===== src/rtl/nanomamba_weight_loader.sv =====
// Unpacks 32-bit AXI-Stream weight words into byte writes on the NanoMamba weight SRAM port.
// Optional feature macro: NANOMAMBA_WLOAD_CHECKSUM_EN builds the running byte checksum; otherwise checksum is 0.
module nanomamba_weight_loader #(
    parameter int DEPTH  = 4736,
    parameter int ADDR_W = 13,
    parameter int DATA_W = 8,
    parameter int IN_W   = 32
) (
    input  logic              clk,
    input  logic              rst_n,
    input  logic              cfg_start,
    input  logic [ADDR_W-1:0] cfg_base,
    input  logic [ADDR_W-1:0] cfg_len,
    input  logic [IN_W-1:0]   s_tdata,
    input  logic              s_tvalid,
    input  logic              s_tlast,
    output logic              s_tready,
    output logic [ADDR_W-1:0] wr_addr,
    output logic [DATA_W-1:0] wr_data,
    output logic              wr_en,
    output logic              busy,
    output logic              done,
    output logic [1:0]        err_code,
    output logic [15:0]       checksum
);

    typedef enum logic [2:0] {IDLE, CHECK, LOAD, UNPACK, DONE} state_t;

    state_t              state_q, state_d;
    logic [ADDR_W-1:0]   addr_q, addr_d;
    logic [ADDR_W-1:0]   remaining_q, remaining_d;
    logic [IN_W-1:0]     word_q, word_d;
    logic                last_q, last_d;
    logic [1:0]          idx_q, idx_d;
    logic [ADDR_W-1:0]   wr_addr_q, wr_addr_d;
    logic [DATA_W-1:0]   wr_data_q, wr_data_d;
    logic                wr_en_q, wr_en_d;
    logic                s_tready_q, s_tready_d;
    logic                busy_q, busy_d;
    logic                done_q, done_d;
    logic [1:0]          err_q, err_d;
    logic [ADDR_W:0]     end_addr;
    logic [1:0]          next_idx;
    logic                emit;
    logic [DATA_W-1:0]   emit_byte;

    // Output registers are loaded one cycle ahead, so byte 0 is staged on the accept edge itself.
    always_comb begin
        state_d     = state_q;
        addr_d      = addr_q;
        remaining_d = remaining_q;
        word_d      = word_q;
        last_d      = last_q;
        idx_d       = idx_q;
        wr_addr_d   = wr_addr_q;
        wr_data_d   = wr_data_q;
        err_d       = err_q;
        wr_en_d     = 1'b0;
        emit        = 1'b0;
        emit_byte   = '0;
        next_idx    = idx_q + 2'd1;
        end_addr    = {1'b0, addr_q} + {1'b0, remaining_q};

        case (state_q)
            IDLE: begin
                if (cfg_start) begin
                    addr_d      = cfg_base;
                    remaining_d = cfg_len;
                    err_d       = 2'd0;
                    state_d     = CHECK;
                end
            end
            CHECK: begin
                if (remaining_q == '0 || end_addr > (ADDR_W+1)'(DEPTH)) begin
                    err_d   = 2'd1;
                    state_d = DONE;
                end else begin
                    state_d = LOAD;
                end
            end
            LOAD: begin
                if (s_tvalid) begin
                    word_d    = s_tdata;
                    last_d    = s_tlast;
                    idx_d     = 2'd0;
                    emit      = 1'b1;
                    emit_byte = s_tdata[DATA_W-1:0];
                    state_d   = UNPACK;
                end
            end
            UNPACK: begin
                if (idx_q != 2'd3 && remaining_q != '0) begin
                    idx_d     = next_idx;
                    emit      = 1'b1;
                    emit_byte = word_q[{next_idx, 3'b000} +: DATA_W];
                end else if (remaining_q == '0) begin
                    if (!last_q) begin
                        err_d = 2'd3;
                    end
                    state_d = DONE;
                end else if (last_q) begin
                    err_d   = 2'd2;
                    state_d = DONE;
                end else begin
                    state_d = LOAD;
                end
            end
            DONE: begin
                state_d = IDLE;
            end
            default: begin
                state_d = IDLE;
            end
        endcase

        if (emit) begin
            wr_en_d     = 1'b1;
            wr_data_d   = emit_byte;
            wr_addr_d   = addr_q;
            addr_d      = addr_q + ADDR_W'(1);
            remaining_d = remaining_q - ADDR_W'(1);
        end

        done_d     = (state_d == DONE);
        busy_d     = (state_d != IDLE);
        s_tready_d = (state_d == LOAD);
    end

    always_ff @(posedge clk or negedge rst_n) begin
        if (!rst_n) begin
            state_q     <= IDLE;
            addr_q      <= '0;
            remaining_q <= '0;
            word_q      <= '0;
            last_q      <= 1'b0;
            idx_q       <= 2'd0;
            wr_addr_q   <= '0;
            wr_data_q   <= '0;
            wr_en_q     <= 1'b0;
            s_tready_q  <= 1'b0;
            busy_q      <= 1'b0;
            done_q      <= 1'b0;
            err_q       <= 2'd0;
        end else begin
            state_q     <= state_d;
            addr_q      <= addr_d;
            remaining_q <= remaining_d;
            word_q      <= word_d;
            last_q      <= last_d;
            idx_q       <= idx_d;
            wr_addr_q   <= wr_addr_d;
            wr_data_q   <= wr_data_d;
            wr_en_q     <= wr_en_d;
            s_tready_q  <= s_tready_d;
            busy_q      <= busy_d;
            done_q      <= done_d;
            err_q       <= err_d;
        end
    end

`ifdef NANOMAMBA_WLOAD_CHECKSUM_EN
    logic [15:0] sum_q, sum_d;

    always_comb begin
        sum_d = sum_q;
        if (state_q == IDLE && cfg_start) begin
            sum_d = '0;
        end else if (emit) begin
            sum_d = sum_q + 16'(emit_byte);
        end
    end

    always_ff @(posedge clk or negedge rst_n) begin
        if (!rst_n) begin
            sum_q <= '0;
        end else begin
            sum_q <= sum_d;
        end
    end

    assign checksum = sum_q;
`else
    assign checksum = '0;
`endif

    assign s_tready = s_tready_q;
    assign wr_addr  = wr_addr_q;
    assign wr_data  = wr_data_q;
    assign wr_en    = wr_en_q;
    assign busy     = busy_q;
    assign done     = done_q;
    assign err_code = err_q;

endmodule


===== config.mk =====
export PLATFORM = sky130hd
export DESIGN_NAME = nanomamba_weight_loader
export DESIGN_NICKNAME = d
export VERILOG_FILES = /design/src/rtl/nanomamba_weight_loader.sv
export SDC_FILE = /design/constraint.sdc
export NUM_CORES = 1
export LEC_CHECK = 0
export CORE_UTILIZATION = 50
export DETAILED_ROUTE_END_ITERATION = 10
export PLACE_DENSITY = 0.8
export SLEW_MARGIN = 20
export SYNTH_ARGS = -nofsm -noshare
export SYNTH_HDL_FRONTEND = slang
export SYNTH_SLANG_ARGS = --single-unit

===== constraint.sdc =====
create_clock -name clk -period 4.7 [get_ports clk]
set_clock_uncertainty 0.05 [all_clocks]
set_input_delay 0.705 -clock clk [delete_from_list [all_inputs] [get_ports clk]]
set_output_delay 0.705 -clock clk [all_outputs]
set_load 0.02 [all_outputs]

Word level (Yosys, flattened, before mapping)

Cells that the tools add are included.

Multiplexer cells: 30
Order comparisons: 1
Equality and inequality tests: 13
Reductions and logical operators: 14
Shift-type cells: 1
Add/subtract/negate cells: 4

Operators with widths:

| kind                                                                              | number |
|---|---|
| 13-bit two-way mux                                                                | 6 |
| 32-bit by 6-bit indexed part select with 8-bit output                             | 1 |
| 3-bit two-way mux                                                                 | 6 |
| 2-bit two-way mux                                                                 | 8 |
| 8-bit two-way mux                                                                 | 2 |
| 8-bit one-hot mux with 2 select lines                                             | 1 |
| 13-bit by 13-bit adder with 14-bit output                                         | 1 |
| 14-bit by 13-bit greater-than comparator with 1-bit output, second input constant | 1 |
| 13-bit by 1-bit adder with 13-bit output, second input constant                   | 1 |
| 13-bit logical NOT                                                                | 1 |
| 13-bit nonzero test                                                               | 1 |
| 13-bit by 1-bit subtractor with 13-bit output, second input constant              | 1 |
| 2-bit inequality test, second input constant                                      | 6 |
| 3-bit one-hot mux with 4 select lines                                             | 1 |
| 3-bit by 2-bit == test with 1-bit output, second input constant                   | 3 |
| 3-bit inequality test, second input constant                                      | 2 |
| 2-bit one-hot mux with 3 select lines                                             | 1 |
| 6-bit AND reduction                                                               | 1 |
| 2-bit nonzero test                                                                | 3 |
| 3-bit nonzero test                                                                | 2 |
| 2-bit one-hot mux with 2 select lines                                             | 1 |
| 2-bit AND reduction                                                               | 2 |
| 3-bit by 1-bit == test with 1-bit output, second input constant                   | 1 |
| 3-bit == test, second input constant                                              | 1 |
| 7 further kinds                                                                   | 9 |

Logic and storage cells: 76
Output and inout bits: 43
Flip-flop bits (word level): 91
Bits of input ports: 63

Logic depth before layout (Yosys ltp)

Gate-level depths: netlist of run 1.

Depth after elaboration: 6
Mapped depth: 14
Mapped depth without buffers: 11

Worst setup path after synthesis of run 1

OpenSTA, ideal clock, no wires.

Path kind: reg2reg
Start: register addr_q[0]
End: register err_q[0], in the netlist err_code[0]
Cell stages (with the launch flop): 12
Clock period less this slack: 2.883 ns
Arrival: 2.710 ns
Slack: 1.817 ns
Path buffers: 0
Data required time: 4.527 ns
Cell sequence: dfrtp_1 -> ha_1 -> inv_1 -> fa_1 -> xnor2_1 -> nor4b_1 -> o21ai_0 -> or3_1 -> or3_1 -> o2bb2ai_1 -> a31oi_1 -> o221a_2

Cells in the longest elaborated chain, start to end: 5

Ends and longest elaborated chain:

| item                                                       | line | source |
|---|---|---|
| start, declared                                            | 30   | `logic [ADDR_W-1:0] addr_q, addr_d;` |
| start signal, assigned                                     | 146  | `addr_q <= addr_d;` |
| 13-bit by 13-bit adder with 14-bit output                  | 62   | `end_addr = {1'b0, addr_q} + {1'b0, remaining_q};` |
| 14-bit by 13-bit greater-than comparator with 1-bit output | 74   | `if (remaining_q == '0 \|\| end_addr > (ADDR_W+1)'(DEPTH)) begin` |
| 1-bit logical OR                                           | 74   |  |
| 2-bit inequality test (no source line)                     | -    |  |
| 6-bit AND reduction (no source line)                       | -    |  |
| end signal, assigned                                       | 157  | `err_q <= err_d;` |
| end, declared                                              | 41   | `logic [1:0] err_q, err_d;` |

No other way between the ends.
A chain may end at the register's enable or synchronous reset.

Worst setup path after layout of run 1

Start: register remaining_q[1]
End: register remaining_q[2]

Cells in the longest elaborated chain, start to end: 6
Elaborated cells between the ends (all ways): 9
Those cells by class: 1 x add/sub; 3 x mux; 5 x reduce/logical

Ends and longest elaborated chain:

| item                                  | line | source |
|---|---|---|
| start, declared                       | 31   | `logic [ADDR_W-1:0] remaining_q, remaining_d;` |
| start signal, assigned                | 147  | `remaining_q <= remaining_d;` |
| 13-bit nonzero test                   | 92   | `if (idx_q != 2'd3 && remaining_q != '0) begin` |
| 1-bit logical AND                     | 92   |  |
| 1-bit two-way mux                     | 92   |  |
| 1-bit one-hot mux with 2 select lines | 64   | `case (state_q)` |
| 2-bit nonzero test (no source line)   | -    |  |
| 2-bit AND reduction (no source line)  | -    |  |

Parallel ways exist; a longest one is shown, timed or not.

==> impl_metrics.csv, run 1 <==
group,metric,value,unit
yosys,synth_seq_area_share,44.1,%
critical_path,startpoint,"remaining_q[1]$_DFFE_PN0P_",
drt,drt-initial-drc-count,254,
yosys,synth_commonest_cells,"156 x nand2_1, 91 x dfrtp_1, 30 x o21ai_0",
grt,first_global_vias,4430,
pwr,power_density,718,nW/um^2
timing,worst_hold_slack,0.285,ns
timing,fmax,268,MHz
yosys,muxShareOfSynthArea,3.68,%
die,die_w,104,um
critical_path,crit_buf_inv,3,
yosys,yosysMostFrequentCell,"nand2_1",
run,maxCapViolations,0,
run_status,status,"finished, final reports clean",
yosys,synth_simple_gate_area_share,23.4,%
pwr,cellLeakagePower,2.81,nW
grt,grt_pass1_wl,20900,um
clock_network,cts-hold-fix-buffers,0,
critical_path,cp_slowest_stage_delay,0.57,ns
yosys,synth_compound_area_share,17.4,%
pwr,netSwitchingFraction,44.5,%
clock_network,post_cts_buffers,0,
yosys,ys_types,71,
critical_path,worstSetupEndpointType,"flop",
timing,max_slew.worst_pin.slew,0.853,ns
yosys,yosysWarnings,0,
drt,wl_per_cell,16.5,um
cells_and_area,fill_cells,819,
cells_and_area,drive_above_1_share,6.62,%
clock_network,cts_resized,0,
clock_network,cts_root_buf,"clkbuf_8",
drt,drc,0,
clock_network,cts_buffer_depth,2,
pwr,power.internal,0.00249,W
yosys,synthAdderAreaFrac,4.26,%
die,initial_core_util,52.1,%
pwr,switching_power,0.00200,W
die,design.core.area,9910,um^2
critical_path,r2r_setup_slack,0.96,ns
clock_network,cts_tree,"done",
yosys,ys_seq_elements,91,
yosys,synth_xor_area_share,0.678,%
critical_path,r2r_end,"remaining_q[2]$_DFFE_PN0P_",
timing,report.final.hold_viol_count,0,
pwr,pwr-share-seq,33.3,%
drt,detail-route-antenna-nets,0,
timing,timing.final.crit_share,79.5,%
yosys,synthFlopType,"dfrtp_1",
placed_design,detailed_place_hpwl,9270,um
worst_hold_path,min_path_type,"in -> async",
critical_path,critPathKind,"reg -> reg",
grt,grt_start_max_net_pins,55,
yosys,async_flop_share,100,%
cells_and_area,syn2layout_area_growth,21.2,%
clock_network,numCtsBuffers,9,
yosys,netlist_area,5160,um^2
grt,grt.overflow.total,0,
die,io_pins,106,
critical_path,reg2regPathDepth,11,
critical_path,r2r_start,"remaining_q[1]$_DFFE_PN0P_",
grt,grtUsageTotal,24.3,%
drt,routed_wl,12900,um
placed_design,place_congestion,0.899,
yosys,yosys-top-cells-area,"dfrtp_1 44%, nand2_1 11%, ha_1 3.9%",
clock_network,h-tree-depth,3,
yosys,synth-edff-count,0,
critical_path,cpLargestDelayFamily,"simple AND/OR/NAND/NOR gates",
die,rows,36,
die,die-area,10700,um^2
critical_path,path_cells,"inv_1, ha_1, or3b_1, nor4_4, or3_1, and2_4, inv_6, nor2_4, inv_2, o21ai_0, a21oi_1",
drt,dr.pass1.iters,5,
timing,period_minus_slack,3.74,ns
placed_design,port_buffers,89,
drt,viasPerCell,5.86,
die,dieHeight,104,um
cells_and_area,nets,725,
pwr,irDropWorstVdd,0.318,mV
critical_path,path_max_fanout,54,
critical_path,slowest_stage,"and2_4",
timing,slew_headroom,42.9,%
critical_path,crit_required,4.89,ns
yosys,synthCells,571,
clock_network,numClockSinks,91,
yosys,yosys.area.top_type,"dfrtp_1",
timing,setup-violations-final,0,
grt,antenna_found_initial,0,
yosys,synth_top_area_share,44.1,%
clock_network,clk_pin_slew_worst_paths,0.09,ns
yosys,synth_top_family_by_area,"simple AND/OR/NAND/NOR gates",
critical_path,critPathLaunchType,"flop",
pwr,pwr-share-comb,54.5,%
yosys,synth.avg_cell_area,9.04,um^2
timing,tns,0,ns
drt,dr_total_vias,4586,
pwr,pwr-share-clk,12.2,%
critical_path,crit_arrival,3.92,ns
timing,rsz0062_at_grt,"false",
timing,slew_viol_final,0,
clock_network,insertion_delay,0.36,ns
cells_and_area,antenna_cells,0,
==> metal layers <==
metal | GRT usage, % | vias up | share of wire (%)
met5 | 0 | - | 0
met4 | 8.70 | 0 | 2.2
met3 | 4.66 | 27 | 6.6
met2 | 40.9 | 223 | 49
met1 | 31.2 | 2200 | 42
li1 | - | 2136 | -
==> power groups by stage <==
stage	clock network, W	logic [W]	registers [W]
final	0.000549	0.00245	0.00150
after global routing	0.000590	0.00267	0.00154
after CTS	0.000558	0.00242	0.00149
after detailed placement	0	0.00241	0.00150
after global placement	0	0.00232	0.00149
after floorplan	0	0.00172	0.00147
==> registers in the layout, summed over array words and instances (netlist names) <==
register	count
word_q	32
addr_q	13
remaining_q	13
wr_addr	13
wr_data	8
state_q	3
err_code	2
idx_q	2
busy	1
done	1
last_q	1
s_tready	1
wr_en	1
==> cells in the final DEF, fill, tap and decap left out, types with 7 or more instances in the layout <==
cell type	count
clkbuf_8	10
conb_1	16
nand2_1	156
mux4_2	8
a221o_1	14
and3_1	7
nor2_1	29
nand3_1	18
clkdlybuf4s50_1	88
dfrtp_1	91
nor3b_1	7
ha_1	16
nor2b_1	7
inv_1	15
a21oi_1	25
o21ai_0	30
==> worst max path at each step <==
stage                                      end  slack [ns]  cells past startpoint
finish              remaining_q[2]$_DFFE_PN0P_        0.96                     11
global route        remaining_q[2]$_DFFE_PN0P_        0.77                     11
CTS                 remaining_q[2]$_DFFE_PN0P_        1.03                     11
detailed placement  remaining_q[2]$_DFFE_PN0P_        1.03                     11
global placement         addr_q[4]$_DFFE_PN0P_        1.16                     11
floorplan              err_code[0]$_DFFE_PN0P_        1.82                     11
==> area by class of cell <==
cell class | count | area (um^2) | share of cell area (%)
clock buffer | 10 | 138 | 2.20
clock inverter | 6 | 71.3 | 1.14
inverter | 17 | 68.8 | 1.10
multi-input combinational | 433 | 2620 | 41.9
sequential | 91 | 2280 | 36.4
tap | 133 | 166 | 2.66
timing repair buffer | 93 | 918 | 14.7
==> cells by family (layout without fill, tap and decap cells) <==
group	after synthesis	count (layout)
other	1	16
buffers and inverters	62	126
xor gates and xnor gates	4	4
AOI/OAI and AO/OA	126	126
muxes	9	9
DFF	91	91
adders and majority gates	17	17
and+or+nand+nor	261	261
==> metrics by stage <==
| stage | worst slack [ns] | cell area (um^2) | total power (W) | cells | utilization, % |
|---|---|---|---|---|---|
| floorplan | 1.82 | 5220 | 0.00319 | 586 | - |
| global placement | 1.16 | 6050 | 0.00381 | 767 | 61.0 |
| detailed placement | 1.03 | 6050 | 0.00391 | 767 | 61.0 |
| CTS | 1.03 | 6260 | 0.00447 | 783 | 63.2 |
| global route | 0.774 | 6260 | 0.00480 | 783 | 63.2 |
| finish | 0.964 | 6260 | 0.00449 | 783 | 63.2 |
==> worst reg2reg max path, cell delays in order, from the launching register on <==
cell,delay (ns)
dfrtp_1,0.39
inv_1,0.14
ha_1,0.21
or3b_1,0.47
nor4_4,0.45
or3_1,0.38
and2_4,0.57
inv_6,0.21
nor2_4,0.25
inv_2,0.19
o21ai_0,0.17
a21oi_1,0.12
No activity file was read; power rests on OpenSTA's default activity.
==> run 2: changes to the inputs <==
==> constraint.sdc (replaced) <==
create_clock -name clk -period 3.7 [get_ports clk]
set_clock_uncertainty 0.05 [all_clocks]
set_input_delay 0.555 -clock clk [delete_from_list [all_inputs] [get_ports clk]]
set_output_delay 0.555 -clock clk [all_outputs]
set_load 0.02 [all_outputs]
==> impl_metrics.csv, run 2 (synthesis results as in run 1) <==
group,metric,value,unit
drt,wl_per_cell,16.5,um
cells_and_area,antenna_cells,0,
placed_design,port_buffers,89,
grt,grt_start_max_net_pins,65,
critical_path,critPathKind,"reg -> reg",
timing,period_minus_slack,3.36,ns
cells_and_area,nets,728,
clock_network,cts_tree,"done",
pwr,cellLeakagePower,2.85,nW
cells_and_area,syn2layout_area_growth,22.3,%
die,initial_core_util,52.1,%
drt,dr.pass1.iters,4,
timing,slew_headroom,40.5,%
placed_design,dp.cells,770,
clock_network,numCtsBuffers,9,
placed_design,place_congestion,0.901,
pwr,pwr-share-seq,32.8,%
critical_path,crit_required,3.93,ns
cells_and_area,fill_cells,839,
grt,grtUsageTotal,25.5,%
critical_path,r2r_start,"addr_q[0]$_DFFE_PN0P_",
drt,drc,0,
timing,worst_hold_slack,0.227,ns
drt,dr_total_vias,4519,
clock_network,cts_buffer_depth,2,
cells_and_area,multiInputGateArea,2620,um^2
clock_network,post_cts_buffers,0,
drt,drt-initial-drc-count,240,
clock_network,cts_root_buf,"clkbuf_8",
cells_and_area,regArea,2280,um^2
critical_path,r2r_end,"s_tready$_DFF_PN0_",
die,design.core.area,9910,um^2
cells_and_area,final_util,63.7,%
clock_network,numClockSinks,91,
critical_path,reg2regPathDepth,11,
cells_and_area,largest_reg_flops,32,
grt,grt.overflow.total,0,
grt,grt_pass1_wl,22100,um
cells_and_area,stdcell_count,786,
timing,tns,0,ns
timing,fmax,298,MHz
cells_and_area,final_common_cell,"nand2_1",
timing,setup-violations-final,0,
timing,timing.final.crit_share,90.7,%
placed_design,detailed_place_hpwl,9140,um
clock_network,cts-hold-fix-buffers,0,
grt,first_global_vias,4548,
critical_path,crit_arrival,3.59,ns
drt,viasPerCell,5.75,
drt,routed_wl,13000,um
clock_network,insertion_delay,0.37,ns
pwr,pwr-share-comb,53.7,%
pwr,power_density,914,nW/um^2
timing,rsz0062_at_grt,"false",
worst_hold_path,min_path_type,"in -> async",
pwr,irDropWorstVdd,0.400,mV
timing,max_slew.worst_pin.slew,0.892,ns
pwr,netSwitchingFraction,43.8,%
critical_path,critPathLaunchType,"flop",
die,dieHeight,104,um
die,rows,36,
cells_and_area,drive_above_1_share,6.89,%
timing,slew_viol_final,0,
die,io_pins,106,
critical_path,r2r_setup_slack,0.34,ns
clock_network,clk_pin_slew_worst_paths,0.09,ns
critical_path,worstSetupEndpointType,"flop",
run,maxCapViolations,0,
pwr,power.internal,0.00325,W
run_status,status,"finished, final reports clean",
pwr,pwr-share-clk,13.5,%
drt,detail-route-antenna-nets,0,
critical_path,path_max_fanout,6,
cells_and_area,largest-register,"word_q",
pwr,switching_power,0.00253,W
die,die_w,104,um
cells_and_area,layout_common_cells,"156 x nand2_1, 91 x dfrtp_1, 88 x clkdlybuf4s50_1, 30 x o21ai_0, 29 x nor2_1",
timing,report.final.hold_viol_count,0,
die,die-area,10700,um^2
clock_network,h-tree-depth,3,
clock_network,cts_resized,0,
grt,antenna_found_initial,0,
run 2: cell count changes in the layout (fill, tap and decap cells not counted), sizes merged:
| cell | change |
|---|---|
| bufinv | +1 |
| clkinvlp | -1 |
| buf | +3 |
run 2: worst max-delay path by stage:
stage	from	to	slack [ns]	cells after the start
finish	addr_q[0]$_DFFE_PN0P_	s_tready$_DFF_PN0_	0.34	11
global route	addr_q[0]$_DFFE_PN0P_	s_tready$_DFF_PN0_	0.19	11
CTS	addr_q[0]$_DFFE_PN0P_	s_tready$_DFF_PN0_	0.37	11
detailed placement	addr_q[0]$_DFFE_PN0P_	s_tready$_DFF_PN0_	0.38	11
global placement	remaining_q[1]$_DFFE_PN0P_	addr_q[4]$_DFFE_PN0P_	0.59	11
floorplan	addr_q[0]$_DFFE_PN0P_	err_code[0]$_DFFE_PN0P_	0.82	11
run 2: final cells by class:
class                      count  area share (%)
sequential                    91            36.1
inverter                      17            1.09
timing repair buffer          96            15.1
tap                          133            2.63
clock inverter                 6            1.49
multi-input combinational    433            41.5
clock buffer                  10            2.18
run 2: routing by layer:
layer	track usage (%)	wire length (um)	vias up	part of all wire, %
met2	41.7	6230	176	48
met5	0	0	-	0
met3	3.90	719	20	5.5
li1	-	-	2150	-
met4	9.94	260	0	2.0
met1	34.1	5770	2173	44
run 2: per-stage QoR:
step           setup slack (ns)  instance area [um^2]  total power (W)
2_1_floorplan             0.817                  5220          0.00405
3_3_place_gp              0.586                  6080          0.00482
3_5_place_dp              0.383                  6080          0.00495
4_1_cts                   0.368                  6320          0.00575
5_1_grt                   0.185                  6320          0.00621
6_report                  0.345                  6320          0.00577
run 2: critical path: stages, from the launching register on:
cell and delay (ns):
dfrtp_1 0.44, ha_1 0.24, inv_1 0.07, fa_1 0.40, xnor2_1 0.16, nor4b_1 0.36
o21ai_0 0.18, or3_1 0.38, or3_1 0.34, o2bb2ai_1 0.23, nand4b_1 0.19, a211oi_2 0.24
run 2: power by group through the flow:
stage	sequential, W	clock [W]	combinational [W]
2_1_floorplan	0.00187	0	0.00218
3_3_place_gp	0.00187	0	0.00295
3_5_place_dp	0.00190	0	0.00305
4_1_cts	0.00189	0.000788	0.00307
5_1_grt	0.00196	0.000822	0.00343
6_report	0.00190	0.000778	0.00310
